==> src/rtl/e_mem_compress_wr.sv <==
`default_nettype none
// ============================================================================
// Module   : e_mem_compress_wr
// Purpose  : Write-side producer for the layer-E memory of a layered LDPC
//            decoder. Collects the Wc check-node messages of one row (one per
//            accepted cycle), tracks min1 / min2 / index-of-min1 and the
//            per-message sign bits, then issues a single write of the packed
//            compressed word {min1, min2, idx, signs} to the E memory.
// Ports    :
//   clk        in   1          clock, rising edge
//   rst        in   1          asynchronous reset, active low
//   in_valid   in   1          in_msg valid
//   in_ready   out  1          message can be accepted this cycle
//   in_msg     in   W          check-node message, two's complement
//   in_addr    in   ADDRWIDTH  row address, sampled with message 0 only
//   e_wr       out  1          E memory write strobe
//   e_wr_addr  out  ADDRWIDTH  E memory write address (registered, held)
//   e_din      out  ECOMPSIZE  packed word (registered, held)
//   row_done   out  1          one-cycle pulse coincident with e_wr
//   busy       out  1          row partially collected or being written
// Revision : 1.0 - initial release
// ============================================================================
module e_mem_compress_wr #(
    parameter int DEPTH     = 512,
    parameter int ADDRWIDTH = 9,
    parameter int Wc        = 32,
    parameter int Wcbits    = 5,
    parameter int W         = 6,
    parameter int Wabs      = W - 1,
    parameter int ECOMPSIZE = 2 * Wabs + Wcbits + Wc
) (
    input  logic                 clk,
    input  logic                 rst,
    input  logic                 in_valid,
    output logic                 in_ready,
    input  logic [W-1:0]         in_msg,
    input  logic [ADDRWIDTH-1:0] in_addr,
    output logic                 e_wr,
    output logic [ADDRWIDTH-1:0] e_wr_addr,
    output logic [ECOMPSIZE-1:0] e_din,
    output logic                 row_done,
    output logic                 busy
);

    // The address space must cover the memory depth.
    if ((2 ** ADDRWIDTH) < DEPTH) begin : g_depth_check
        $error("e_mem_compress_wr: ADDRWIDTH too small for DEPTH");
    end

    localparam logic [0:0]        S_COLLECT = 1'b0;
    localparam logic [0:0]        S_WRITE   = 1'b1;
    localparam logic [Wabs-1:0]   C_MAG_MAX = '1;
    localparam logic [Wcbits-1:0] C_LAST    = Wcbits'(Wc - 1);

    logic [0:0]           state_q, state_d;
    logic                 init_q;
    logic [Wcbits-1:0]    count_q, count_d;
    logic [Wabs-1:0]      min1_q, min1_d;
    logic [Wabs-1:0]      min2_q, min2_d;
    logic [Wcbits-1:0]    idx_q, idx_d;
    logic [Wc-1:0]        signs_q, signs_d;
    logic [ADDRWIDTH-1:0] addr_q, addr_d;
    logic [ADDRWIDTH-1:0] wr_addr_q, wr_addr_d;
    logic [ECOMPSIZE-1:0] din_q, din_d;

    logic                 w_accept;
    logic                 w_sign;
    logic [W-1:0]         w_neg;
    logic [Wabs-1:0]      w_mag;
    logic [Wabs-1:0]      w_min1_base;
    logic [Wabs-1:0]      w_min2_base;
    logic [Wcbits-1:0]    w_idx_base;
    logic [Wc-1:0]        w_signs_base;
    logic [ADDRWIDTH-1:0] w_row_addr;

    assign w_accept = in_valid & in_ready;

    // Magnitude with saturation: negating the most negative value overflows
    // back to a negative number, which is clamped to the largest magnitude.
    assign w_sign = in_msg[W-1];
    assign w_neg  = ~in_msg + W'(1);
    assign w_mag  = w_sign ? (w_neg[W-1] ? C_MAG_MAX : w_neg[Wabs-1:0])
                           : in_msg[Wabs-1:0];

    // Message 0 starts from a clean slate rather than the previous row state,
    // so no explicit clear cycle is needed between rows.
    assign w_min1_base  = (count_q == '0) ? C_MAG_MAX : min1_q;
    assign w_min2_base  = (count_q == '0) ? C_MAG_MAX : min2_q;
    assign w_idx_base   = (count_q == '0) ? '0 : idx_q;
    assign w_signs_base = (count_q == '0) ? '0 : signs_q;
    assign w_row_addr   = (count_q == '0) ? in_addr : addr_q;

    // ------------------------------------------------------------------
    // Datapath next-state
    // ------------------------------------------------------------------
    always_comb begin
        count_d   = count_q;
        min1_d    = min1_q;
        min2_d    = min2_q;
        idx_d     = idx_q;
        signs_d   = signs_q;
        addr_d    = addr_q;
        wr_addr_d = wr_addr_q;
        din_d     = din_q;
        if (w_accept) begin
            addr_d  = w_row_addr;
            min1_d  = w_min1_base;
            min2_d  = w_min2_base;
            idx_d   = w_idx_base;
            signs_d = w_signs_base;
            // Strict compares: on a tie the earlier index keeps min1.
            if (w_mag < w_min1_base) begin
                min2_d = w_min1_base;
                min1_d = w_mag;
                idx_d  = count_q;
            end else if (w_mag < w_min2_base) begin
                min2_d = w_mag;
            end
            signs_d[count_q] = w_sign;
            if (count_q == C_LAST) begin
                count_d   = '0;
                // Output word is captured on the final accept so that it is
                // valid during the write cycle and held afterwards.
                wr_addr_d = w_row_addr;
                din_d     = {min1_d, min2_d, idx_d, signs_d};
            end else begin
                count_d = count_q + Wcbits'(1);
            end
        end
    end

    // ------------------------------------------------------------------
    // FSM: state register
    // ------------------------------------------------------------------
    always_ff @(posedge clk or negedge rst) begin
        if (!rst) begin
            state_q <= S_COLLECT;
        end else begin
            state_q <= state_d;
        end
    end

    // ------------------------------------------------------------------
    // FSM: next-state logic
    // ------------------------------------------------------------------
    always_comb begin
        state_d = state_q;
        case (state_q)
            S_COLLECT: if (w_accept && (count_q == C_LAST)) state_d = S_WRITE;
            S_WRITE:   state_d = S_COLLECT;
            default:   state_d = S_COLLECT;
        endcase
    end

    // ------------------------------------------------------------------
    // FSM: outputs
    // ------------------------------------------------------------------
    always_comb begin
        // init_q holds in_ready low until the first edge after reset release.
        in_ready = init_q && (state_q == S_COLLECT);
        e_wr     = (state_q == S_WRITE);
        row_done = (state_q == S_WRITE);
        busy     = (count_q != '0) || (state_q == S_WRITE);
    end

    // ------------------------------------------------------------------
    // Datapath registers
    // ------------------------------------------------------------------
    always_ff @(posedge clk or negedge rst) begin
        if (!rst) begin
            init_q    <= 1'b0;
            count_q   <= '0;
            min1_q    <= '1;
            min2_q    <= '1;
            idx_q     <= '0;
            signs_q   <= '0;
            addr_q    <= '0;
            wr_addr_q <= '0;
            din_q     <= '0;
        end else begin
            init_q    <= 1'b1;
            count_q   <= count_d;
            min1_q    <= min1_d;
            min2_q    <= min2_d;
            idx_q     <= idx_d;
            signs_q   <= signs_d;
            addr_q    <= addr_d;
            wr_addr_q <= wr_addr_d;
            din_q     <= din_d;
        end
    end

    assign e_wr_addr = wr_addr_q;
    assign e_din     = din_q;

endmodule
`default_nettype wire

==> config.mk <==
export PLATFORM = sky130hd
export DESIGN_NAME = e_mem_compress_wr
export DESIGN_NICKNAME = d
export VERILOG_FILES = /design/src/rtl/e_mem_compress_wr.sv
export SDC_FILE = /design/constraint.sdc
export NUM_CORES = 1
export LEC_CHECK = 0
export CAP_MARGIN = 20
export CORE_ASPECT_RATIO = 0.9
export CORE_UTILIZATION = 40
export CTS_CLUSTER_DIAMETER = 150
export DETAILED_ROUTE_END_ITERATION = 8
export SYNTH_ARGS = -nofsm -noshare
export SYNTH_HDL_FRONTEND = slang
export SYNTH_SLANG_ARGS = --single-unit
==> constraint.sdc <==
create_clock -name clk -period 4.95 [get_ports clk]
set_clock_uncertainty 0.2 [all_clocks]
set_input_delay 0.7425 -clock clk [delete_from_list [all_inputs] [get_ports clk]]
set_output_delay 0.7425 -clock clk [all_outputs]
set_load 0.02 [all_outputs]
After elaboration in Yosys (flattened, before gate mapping)
Index checks and enable logic that the tools add are counted.
{"block": "word_totals", "ff_bits": 119, "latch_bits": 0, "ramBits": 0, "romBits": 0, "input_bits": 18, "out_inout_bits": 60, "elab_cells": 44, "memories": 0}
{"block": "op_classes", "add_sub_neg": 2, "multipliers": 0, "div": 0, "magnitude_cmp": 4, "eq_ne": 1, "shifts": 0, "n_mux": 17, "bitwise_logic": 3, "n_reduce_logical": 7}
{"cell": "5-bit 2-to-1 mux", "count": 10}
{"cell": "32-bit bitwise mux", "count": 1}
{"cell": "32-bit 2-to-1 mux", "count": 1}
{"cell": "5-bit less-than comparator", "count": 2}
{"cell": "9-bit 2-to-1 mux", "count": 1}
{"cell": "6-bit by 1-bit adder with 6-bit output, second input constant", "count": 1}
{"cell": "5-bit by 6-bit less-than comparator with 1-bit output, second input constant", "count": 1}
{"cell": "6-bit inverter", "count": 1}
{"cell": "5-bit by 1-bit adder with 5-bit output, second input constant", "count": 1}
{"cell": "1-bit demux with 5-bit select", "count": 1}
{"cell": "5-bit == test, second input constant", "count": 1}
{"cell": "5-bit by 1-bit greater-or-equal comparator with 1-bit output, second input constant", "count": 1}
{"cell": "5-bit zero test", "count": 1}
{"cell": "5-bit nonzero test", "count": 1}
{"cell": "1-bit logical AND", "count": 3}
{"cell": "1-bit 2-to-1 mux", "count": 2}
{"cell": "1-bit case mux with 2 select lines", "count": 1}
{"cell": "2-bit AND reduction", "count": 1}
{"cell": "1-bit bitwise AND", "count": 1}
{"cell": "1-bit logical OR", "count": 1}
{"cell": "1-bit inverter", "count": 1}

Logic depth before layout (Yosys ltp)
Gate-level depths: netlist of run 1.
{"block": "logic_depth", "depth_word": 7, "mapped_depth": 14, "ltp_nobuf": 12}

Least setup slack after synthesis of run 1
No wires, ideal clock.
{"block": "synth_path", "path_kind": "flip-flop to flip-flop", "startpoint": "register count_q[0]", "endpoint": "register din_q[41] (netlist: e_din[41])", "setup_ns": 0.141, "t_arrival_ns": 3.144, "t_required_ns": 4.609, "path_slack_ns": 1.466, "path_stages_with_launch": 14, "path_buffers": 3, "synth_period_minus_slack_ns": 3.484, "cell_sequence": "dfrtp_1 > inv_1 > ha_1 > nor4b_4 > clkbuf_1 > clkbuf_1 > nor2_1 > ha_1 > a21o_1 > a21oi_1 > nand2_1 > buf_2 > o211ai_1 > a31oi_1"}
{"block": "synth_via", "elab_chain_len": 5, "elab_cells_between_ends": 9, "cone_classes": "order compare: 2; eq/ne: 1; mux: 4; reduce/logical: 2"}
{"element": "from (decl)", "line_no": "57", "text": "logic [Wcbits-1:0] count_q, count_d;"}
{"element": "from (signal assigned)", "line_no": "182", "text": "count_q <= count_d;"}
{"element": "5-bit zero test", "line_no": "87, 88"}
{"element": "5-bit 2-to-1 mux", "line_no": "88", "text": "assign w_min2_base = (count_q == '0) ? C_MAG_MAX : min2_q;"}
{"element": "5-bit less-than comparator", "line_no": "116", "text": "end else if (w_mag < w_min2_base) begin"}
{"element": "5-bit 2-to-1 mux", "line_no": "116"}
{"element": "5-bit 2-to-1 mux", "line_no": "112", "text": "if (w_mag < w_min1_base) begin"}
{"element": "to (signal assigned)", "line_no": "189", "text": "din_q <= din_d;"}
{"element": "to (decl)", "line_no": "64", "text": "logic [ECOMPSIZE-1:0] din_q, din_d;"}
Several ways; a longest one is shown, not always the timed one.
A chain may end at the register's enable or synchronous reset.

Final worst setup path of run 1
{"block": "layout_path", "startpoint": "input port in_msg[1]", "endpoint": "register idx_q[0]"}
{"block": "layout_via", "elab_chain_len": 6}
{"element": "from (decl)", "line_no": "36", "text": "input logic [W-1:0] in_msg,"}
{"element": "6-bit inverter", "line_no": "81", "text": "assign w_neg = ~in_msg + W'(1);"}
{"element": "6-bit by 1-bit adder with 6-bit output", "line_no": "81"}
{"element": "5-bit 2-to-1 mux", "line_no": "82", "text": "assign w_mag = w_sign ? (w_neg[W-1] ? C_MAG_MAX : w_neg[Wabs-1:0])"}
{"element": "5-bit 2-to-1 mux (*)", "line_no": "82"}
{"element": "5-bit less-than comparator (*)", "line_no": "112"}
{"element": "5-bit 2-to-1 mux (*)", "line_no": "112"}
{"element": "to (signal assigned)", "line_no": "185", "text": "idx_q <= idx_d;"}
{"element": "to (decl)", "line_no": "60", "text": "logic [Wcbits-1:0] idx_q, idx_d;"}
Every way passes the cells marked *; elsewhere a longest branch is shown, timed or not.

==> summary.md, run 1 <==
| Metric | Value |
|---|---|
| Max_slew headroom | 31.96% |
| Die W | 127.4 µm |
| Most frequently used flop master after synthesis | dfrtp_1 |
| Share of the synthesized area in compound gates (AO/OA/AOI/OAI) | 22.25% |
| Syn_area_per_cell | 9.176 µm² |
| Number of standard-cell rows in the floorplan | 40 |
| Number of sinks handled by clock tree synthesis | 119 |
| RSZ-0062 raised after global routing | false |
| Post-route cell area | 7178 µm² |
| Initial core utilization | 41.74% |
| Fill cell count | 1236 |
| Buffer cell driving the clock tree root | clkbuf_16 |
| Post-synthesis instance total | 617 |
| Summed instance area of the synthesized netlist | 5662 µm² |
| Vias per inst | 5.361 |
| Library cell contributing the largest single delay on the critical path | clkdlybuf4s50_1 |
| Hold_buf cts | 0 |
| Total of max-cap violations | 0 |
| Number of remaining DRC errors | 0 |
| Simple-Gate Fraction of Synth Area | 15.34% |
| Final-stage net count | 710 |
| DRT Wirelength | 13580 µm |
| Max IR drop VDD | 0.2542 mV |
| Number of nets in the synthesized netlist | 649 |
| CTS tree | built |
| Commonest non-fill, non-tap cells in the layout | nand2_1, dfrtp_1, o21ai_0, clkdlybuf4s50_1, a31oi_1 |
| Crit Path Max Fanout | 15 |
| Cell family contributing the most delay on the critical path | simple AND/OR/NAND/NOR gates |
| Endpoint required time on the critical path | 5100 ps |
| Seq. cell area | 2990 µm² |
| Fmax | 250.4 MHz |
| Bufs on Longest Clock Path | 2 |
| Capturing point of the worst reg2reg path | idx_q[0] |
| Estimated wirelength of the detail-placed design | 8796 µm |
| Final estimated routing congestion in global placement | 0.8574 |
| Critical Path, Cell by Cell | clkdlybuf4s50_1 > inv_1 > ha_1 > or3b_2 > o21ai_0 > o21ai_0 > ha_1 > a21oi_1 > nand2_1 > nor2_1 > a22o_1 |
| Floorplan Core Area | 13560 µm² |
| Total cell area at the placement stage | 6553 µm² |
| Tot Pwr | 3.963 mW |
| Floorplan die area | 14630 µm² |
| Cell count of the worst reg-to-reg path | 8 |
| Vias post-DR | 4718 |
| Largest net degree at the start of global routing | 82 |
| Critical path endpoint category | flip-flop |
| Most common cell after layout, fill and taps aside | nand2_1 |
| Post-Place Setup Slack | 606.0 ps |
| Type of the setup path with the least slack | in2reg |
| Outcome | completed |
| Number of global-route vias before repair | 4675 |
| Total grt overflow | 0 |
| Arrival time of the worst setup path | 4140 ps |
| Start of the worst register-to-register path | count_q[3] |
| Layout Area Growth over Synthesis | 26.78% |
| Post-route setup TNS | 0 ps |
| Wirelength per Cell | 15.44 µm |
| Pleak | 3.048 nW |
| Number of antenna repair diodes | 0 |
| Global-route usage over all layers | 20.77% |
| Global-route wire length before repair | 23590 µm |
| Adder-cell share of the synthesized area | 3.094% |
| Count of synthesis-stage warnings from yosys | 0 |
| Slew Limit Fails | 0 |
| Vertical die dimension | 114.9 µm |
| Pre-Repair DR Iteration Count | 5 |
| Post-synth EDFFs | 0 |
| Initial antenna violation count | 0 |
| Final setup fails | 0 |
| Clock-pin slew reported for the worst setup and hold paths after clock tree synthesis | 60 ps |
| CP startpoint kind | input pin |
| Proportion of synthesized area in mux cells | 2.541% |
| TritonCTS buffer count | 17 |
| Synthesized flop and latch total | 119 |
| Fraction of registers with async set/reset | 100.0% |
| Post-layout min period | 3994 ps |
| Slew @ Worst Pin | 1013 ps |
| Antenna viol nets, final | 0 |
| # Post-CTS Setup Buffers | 0 |
| Input/output buffers | 77 |
| Count of routing violations after the opening detailed-route iteration | 396 |
| Combined buffer and inverter count along the critical path | 2 |
| Worst stage delay on the critical path | 480 ps |
| Combinational family with the most area after synthesis | compound AO/OA/AOI/OAI gates |
| Share of final-layout standard cells stronger than drive strength 1 | 10.71% |
| Number of library cell types mapped by synthesis | 51 |
| Path type of the worst min-delay path | in2async |
| Count of instances resized after the clock tree is built | 0 |
| Worst-Skew Late Latency | 420 ps |
| Final hold violations | 0 |
| Power density cells | 552.0 nW/µm² |
| Share of the core filled with cells | 52.92% |
| Final worst-path setup slack | 956.0 ps |
| IO Count | 78 |
| Multi-input gate area | 2456 µm² |
| Register-to-register setup slack | 1240 ps |
| CTS H-Tree Depth | 4 |
| Number of stages on the worst setup path | 11 |
| Sequential fraction of the synthesis area | 52.82% |
| Part of the cycle the worst path needs | 80.69% |
| Share of the synthesized netlist area taken by xor and xnor gates | 0% |
## cells in the mapped netlist, types with 6 or more instances
master	n	area, µm²
nand2_1	137	514.2
dfrtp_1	109	2728
o21ai_0	90	450.4
a31oi_1	43	269.0
nor2_1	39	146.4
a21oi_1	32	160.2
clkbuf_1	32	120.1
ha_1	14	175.2
mux2_2	11	123.9
dfstp_2	10	262.8
inv_1	9	33.78
a32oi_1	7	61.31
nor3_1	6	30.03
## area by class of cell
class	count	share of cell area [%]
clock buffers	22	6.746
multi-input cells	444	34.22
inverters	11	0.5752
well taps	189	3.294
repair buffers	85	11.54
clock inverters	10	1.970
flip-flops and latches	119	41.66
## worst max-delay path by stage
stage	startpoint	slack, ps	endpoint
2_1_floorplan	count_q[0]	1470	e_din[41]
3_3_place_gp	in_msg[1]	720	idx_q[4]
3_5_place_dp	in_msg[1]	610	idx_q[0]
4_1_cts	in_msg[1]	980	idx_q[0]
5_1_grt	in_msg[1]	660	idx_q[0]
6_report	in_msg[1]	960	idx_q[0]
## state kept, by name (all words and copies together) (netlist names), 5 cells and up
| name | cells |
|---|---|
| min2_q | 5 |
| e_din | 47 |
| addr_q | 9 |
| count_q | 5 |
| min1_q | 5 |
| idx_q | 5 |
| e_wr_addr | 9 |
| signs_q | 32 |
## per-stage QoR
step	hold WS, ps	std cells
finish	195.6	880
global route	267.6	880
CTS	225.7	880
detailed placement	264.8	848
global placement	258.1	848
floorplan	243.5	617
## per-layer routing
metal | up-vias | share of wire [%] | global-route usage [%]
met5 | - | 0 | 0
met4 | 0 | 1.3 | 8.333
met3 | 16 | 4.9 | 4.467
met2 | 122 | 46 | 31.88
met1 | 2273 | 48 | 28.79
li1 | 2307 | - | -
## where the power goes
| part | leakage [nW] | switching, mW | internal, mW |
|---|---|---|---|
| Clock | 0.303 | 0.447 | 0.846 |
| Sequential | 1.59 | 0.201 | 1.24 |
| Combinational | 1.16 | 0.746 | 0.483 |
## cell families (layout without fill, tap and decap cells)
| group | count (synthesis) | count (layout) |
|---|---|---|
| AND/OR/NAND/NOR | 207 | 207 |
| adder cells (fa/ha/maj) | 14 | 14 |
| flip-flops | 119 | 119 |
| other | 1 | 1 |
| multiplexers | 13 | 13 |
| buffers and inverters | 54 | 128 |
| AO/OA/AOI/OAI | 209 | 209 |
Note: power is estimated with default switching activity, not from simulation.
==> inputs of run 2 (changes only) <==
==> constraint.sdc (replaced) <==
create_clock -name clk -period 3.9 [get_ports clk]
set_clock_uncertainty 0.2 [all_clocks]
set_input_delay 0.585 -clock clk [delete_from_list [all_inputs] [get_ports clk]]
set_output_delay 0.585 -clock clk [all_outputs]
set_load 0.02 [all_outputs]
==> run 2 against run 1 <==
Global-route usage about the same; non-clock buffer count up 11; final cell count up 1.3%; clock power up 29%; cell area up 1.4%; critical path type unchanged.
==> summary.md, run 2 (synthesis gave the netlist of run 1 again) <==
| Metric | Value |
|---|---|
| Number of standard-cell rows in the floorplan | 40 (unchanged) |
| Part of the cycle the worst path needs | 90.84% |
| CTS tree | built |
| # Post-CTS Setup Buffers | 0 (unchanged) |
| Floorplan die area | 14630 µm² (unchanged) |
| Layout Area Growth over Synthesis | 28.51% |
| Net Sw Frac | 34.98% (-0.21 points) |
| Arrival time of the worst setup path | 3700 ps (-440 ps) |
| Number of sinks handled by clock tree synthesis | 119 (unchanged) |
| Path type of the worst min-delay path | in2async |
| Share of final-layout standard cells stronger than drive strength 1 | 12.11% (+1.4 points) |
| Worst-Skew Late Latency | 420 ps (about the same) |
| Capturing point of the worst reg2reg path | idx_q[1] |
| Critical path endpoint category | flip-flop |
| Number of antenna repair diodes | 0 (unchanged) |
| Die W | 127.4 µm (unchanged) |
| Fill cell count | 1223 (-1.1%) |
| Count of instances resized after the clock tree is built | 0 (unchanged) |
| Crit Path Max Fanout | 11 (-4) |
| Final setup fails | 0 (unchanged) |
| Seq pwr share | 34.3% (-2.0 points) |
| Total of max-cap violations | 0 (unchanged) |
| Critical Path, Cell by Cell | clkdlybuf4s50_1 > inv_1 > ha_1 > or3b_2 > o21ai_0 > o21ai_0 > ha_1 > a21oi_1 > nand2_1 > buf_4 > nor2_1 > a22o_1 |
| Power density cells | 707.8 nW/µm² (+28%) |
| Slew Limit Fails | 0 (unchanged) |
| Type of the setup path with the least slack | in2reg |
| Final estimated routing congestion in global placement | 0.8621 (+0.55%) |
| Library cell contributing the largest single delay on the critical path | clkdlybuf4s50_1 |
| RSZ-0062 raised after global routing | false |
| Count of routing violations after the opening detailed-route iteration | 353 (-11%) |
| DRT Wirelength | 13980 µm (+2.9%) |
| WHS | 26.06 ps (-169.5 ps) |
| TritonCTS buffer count | 17 (unchanged) |
| Floorplan Core Area | 13560 µm² (unchanged) |
| Bufs on Longest Clock Path | 2 (unchanged) |
| Number of remaining DRC errors | 0 (unchanged) |
| Largest net degree at the start of global routing | 120 (+46%) |
| Antenna viol nets, final | 0 (unchanged) |
| Endpoint required time on the critical path | 4060 ps (-1040 ps) |
| IO Count | 78 (unchanged) |
| Estimated wirelength of the detail-placed design | 9001 µm (+2.3%) |
| Clock-pin slew reported for the worst setup and hold paths after clock tree synthesis | 50 ps (about the same) |
| Buffer cell driving the clock tree root | clkbuf_16 |
| Slew @ Worst Pin | 931.6 ps (-81.24 ps) |
| Vertical die dimension | 114.9 µm (unchanged) |
| Register-to-register setup slack | 470 ps (-770 ps) |
| Start of the worst register-to-register path | count_q[0] |
| Commonest non-fill, non-tap cells in the layout | nand2_1, dfrtp_1, o21ai_0, clkdlybuf4s50_1, a31oi_1 |
| Reported net switching power | 1.801 mW (+29%) |
| Final-stage net count | 721 (+1.5%) |
| Final hold violations | 0 (unchanged) |
| CP startpoint kind | input pin |
| Pre-Repair DR Iteration Count | 7 (+2) |
| Global-route usage over all layers | 20.76% (about the same) |
| Initial core utilization | 41.74% (unchanged) |
| Input/output buffers | 77 (unchanged) |
| Fraction of power consumed by the clock network | 32.3% (-0.3 points) |
| Post-layout min period | 3543 ps |
| Global-route wire length before repair | 23520 µm (-0.32%) |
| Number of global-route vias before repair | 4755 (+1.7%) |
| Wirelength per Cell | 15.69 µm (+1.6%) |
| Outcome | completed |
| Max_slew headroom | 37.76% (+5.8 points) |
| Post-route setup TNS | 0 ps (unchanged) |
| Total grt overflow | 0 (unchanged) |
| Cell count of the worst reg-to-reg path | 12 (+4) |
| Most common cell after layout, fill and taps aside | nand2_1 |
| Hold_buf cts | 0 (unchanged) |
| Fmax | 282.3 MHz |
| Internal power | 3.348 mW (+30%) |
| Max IR drop VDD | 0.3468 mV (+36%) |
| Initial antenna violation count | 0 (unchanged) |
| Share of power burned in combinational logic | 33.5% (+2.5 points) |
| Pleak | 3.113 nW (+2.1%) |
| CTS H-Tree Depth | 4 (unchanged) |
| Vias post-DR | 4738 (+0.42%) |
| Vias per inst | 5.318 (-0.82%) |
| Max FFs per register | 47 (unchanged) |
| Worst stage delay on the critical path | 470 ps (about the same) |
## run 2: cell type report
type | count | area [µm²] | area share, %
inverter | 11 | 41.29 | 0.5675
clock buffer | 20 | 456.7 | 6.277
sequential | 119 | 2990 | 41.10
multi-input combinational | 444 | 2456 | 33.76
clock inverter | 12 | 173.9 | 2.390
timing repair buffer | 96 | 920.9 | 12.66
tap | 189 | 236.5 | 3.250
## run 2: through the flow
stage | utilization [%] | area, µm² | std cells | power [mW] | setup slack, ps
floorplan | - | 5662 | 617 | 2.916 | 415.6
global placement | 48.96 | 6640 | 858 | 3.438 | 50.64
detailed placement | 48.96 | 6640 | 858 | 3.488 | -56.69
CTS | 53.61 | 7271 | 890 | 5.179 | 370.7
global route | 53.64 | 7276 | 891 | 5.473 | 67.71
finish | 53.64 | 7276 | 891 | 5.149 | 357.3
## run 2: worst max-delay path, delay by kind of cell
kind / cells / cell delay (ps)
buf+inv: 3 / 770
simple gates: 3 / 920
compound gates: 4 / 910
fa+ha+maj: 2 / 520
## run 2: power groups by stage
stage	logic (mW)	registers, mW	clock network, mW
2_1_floorplan	1.11	1.80	0
3_3_place_gp	1.67	1.77	0
3_5_place_dp	1.71	1.78	0
4_1_cts	1.72	1.77	1.69
5_1_grt	1.92	1.80	1.75
6_report	1.72	1.76	1.66
## run 2: how the worst max path moves through the flow
| stage | from | to | slack (ps) |
|---|---|---|---|
| finish | in_msg[1] | idx_q[1] | 360 |
| global route | in_msg[1] | e_din[38] | 70 |
| CTS | in_msg[1] | idx_q[1] | 370 |
| detailed placement | in_msg[1] | idx_q[4] | -60 |
| global placement | in_msg[1] | e_din[38] | 50 |
| floorplan | count_q[0] | e_din[41] | 420 |
## run 2: routing by layer
layer | vias up | part of all wire (%) | global-route usage (%)
met5 | - | 0 | 0
met4 | 0 | 1.3 | 8.492
met3 | 15 | 4.2 | 4.839
met2 | 116 | 46 | 32.53
met1 | 2284 | 48 | 27.89
li1 | 2323 | - | -
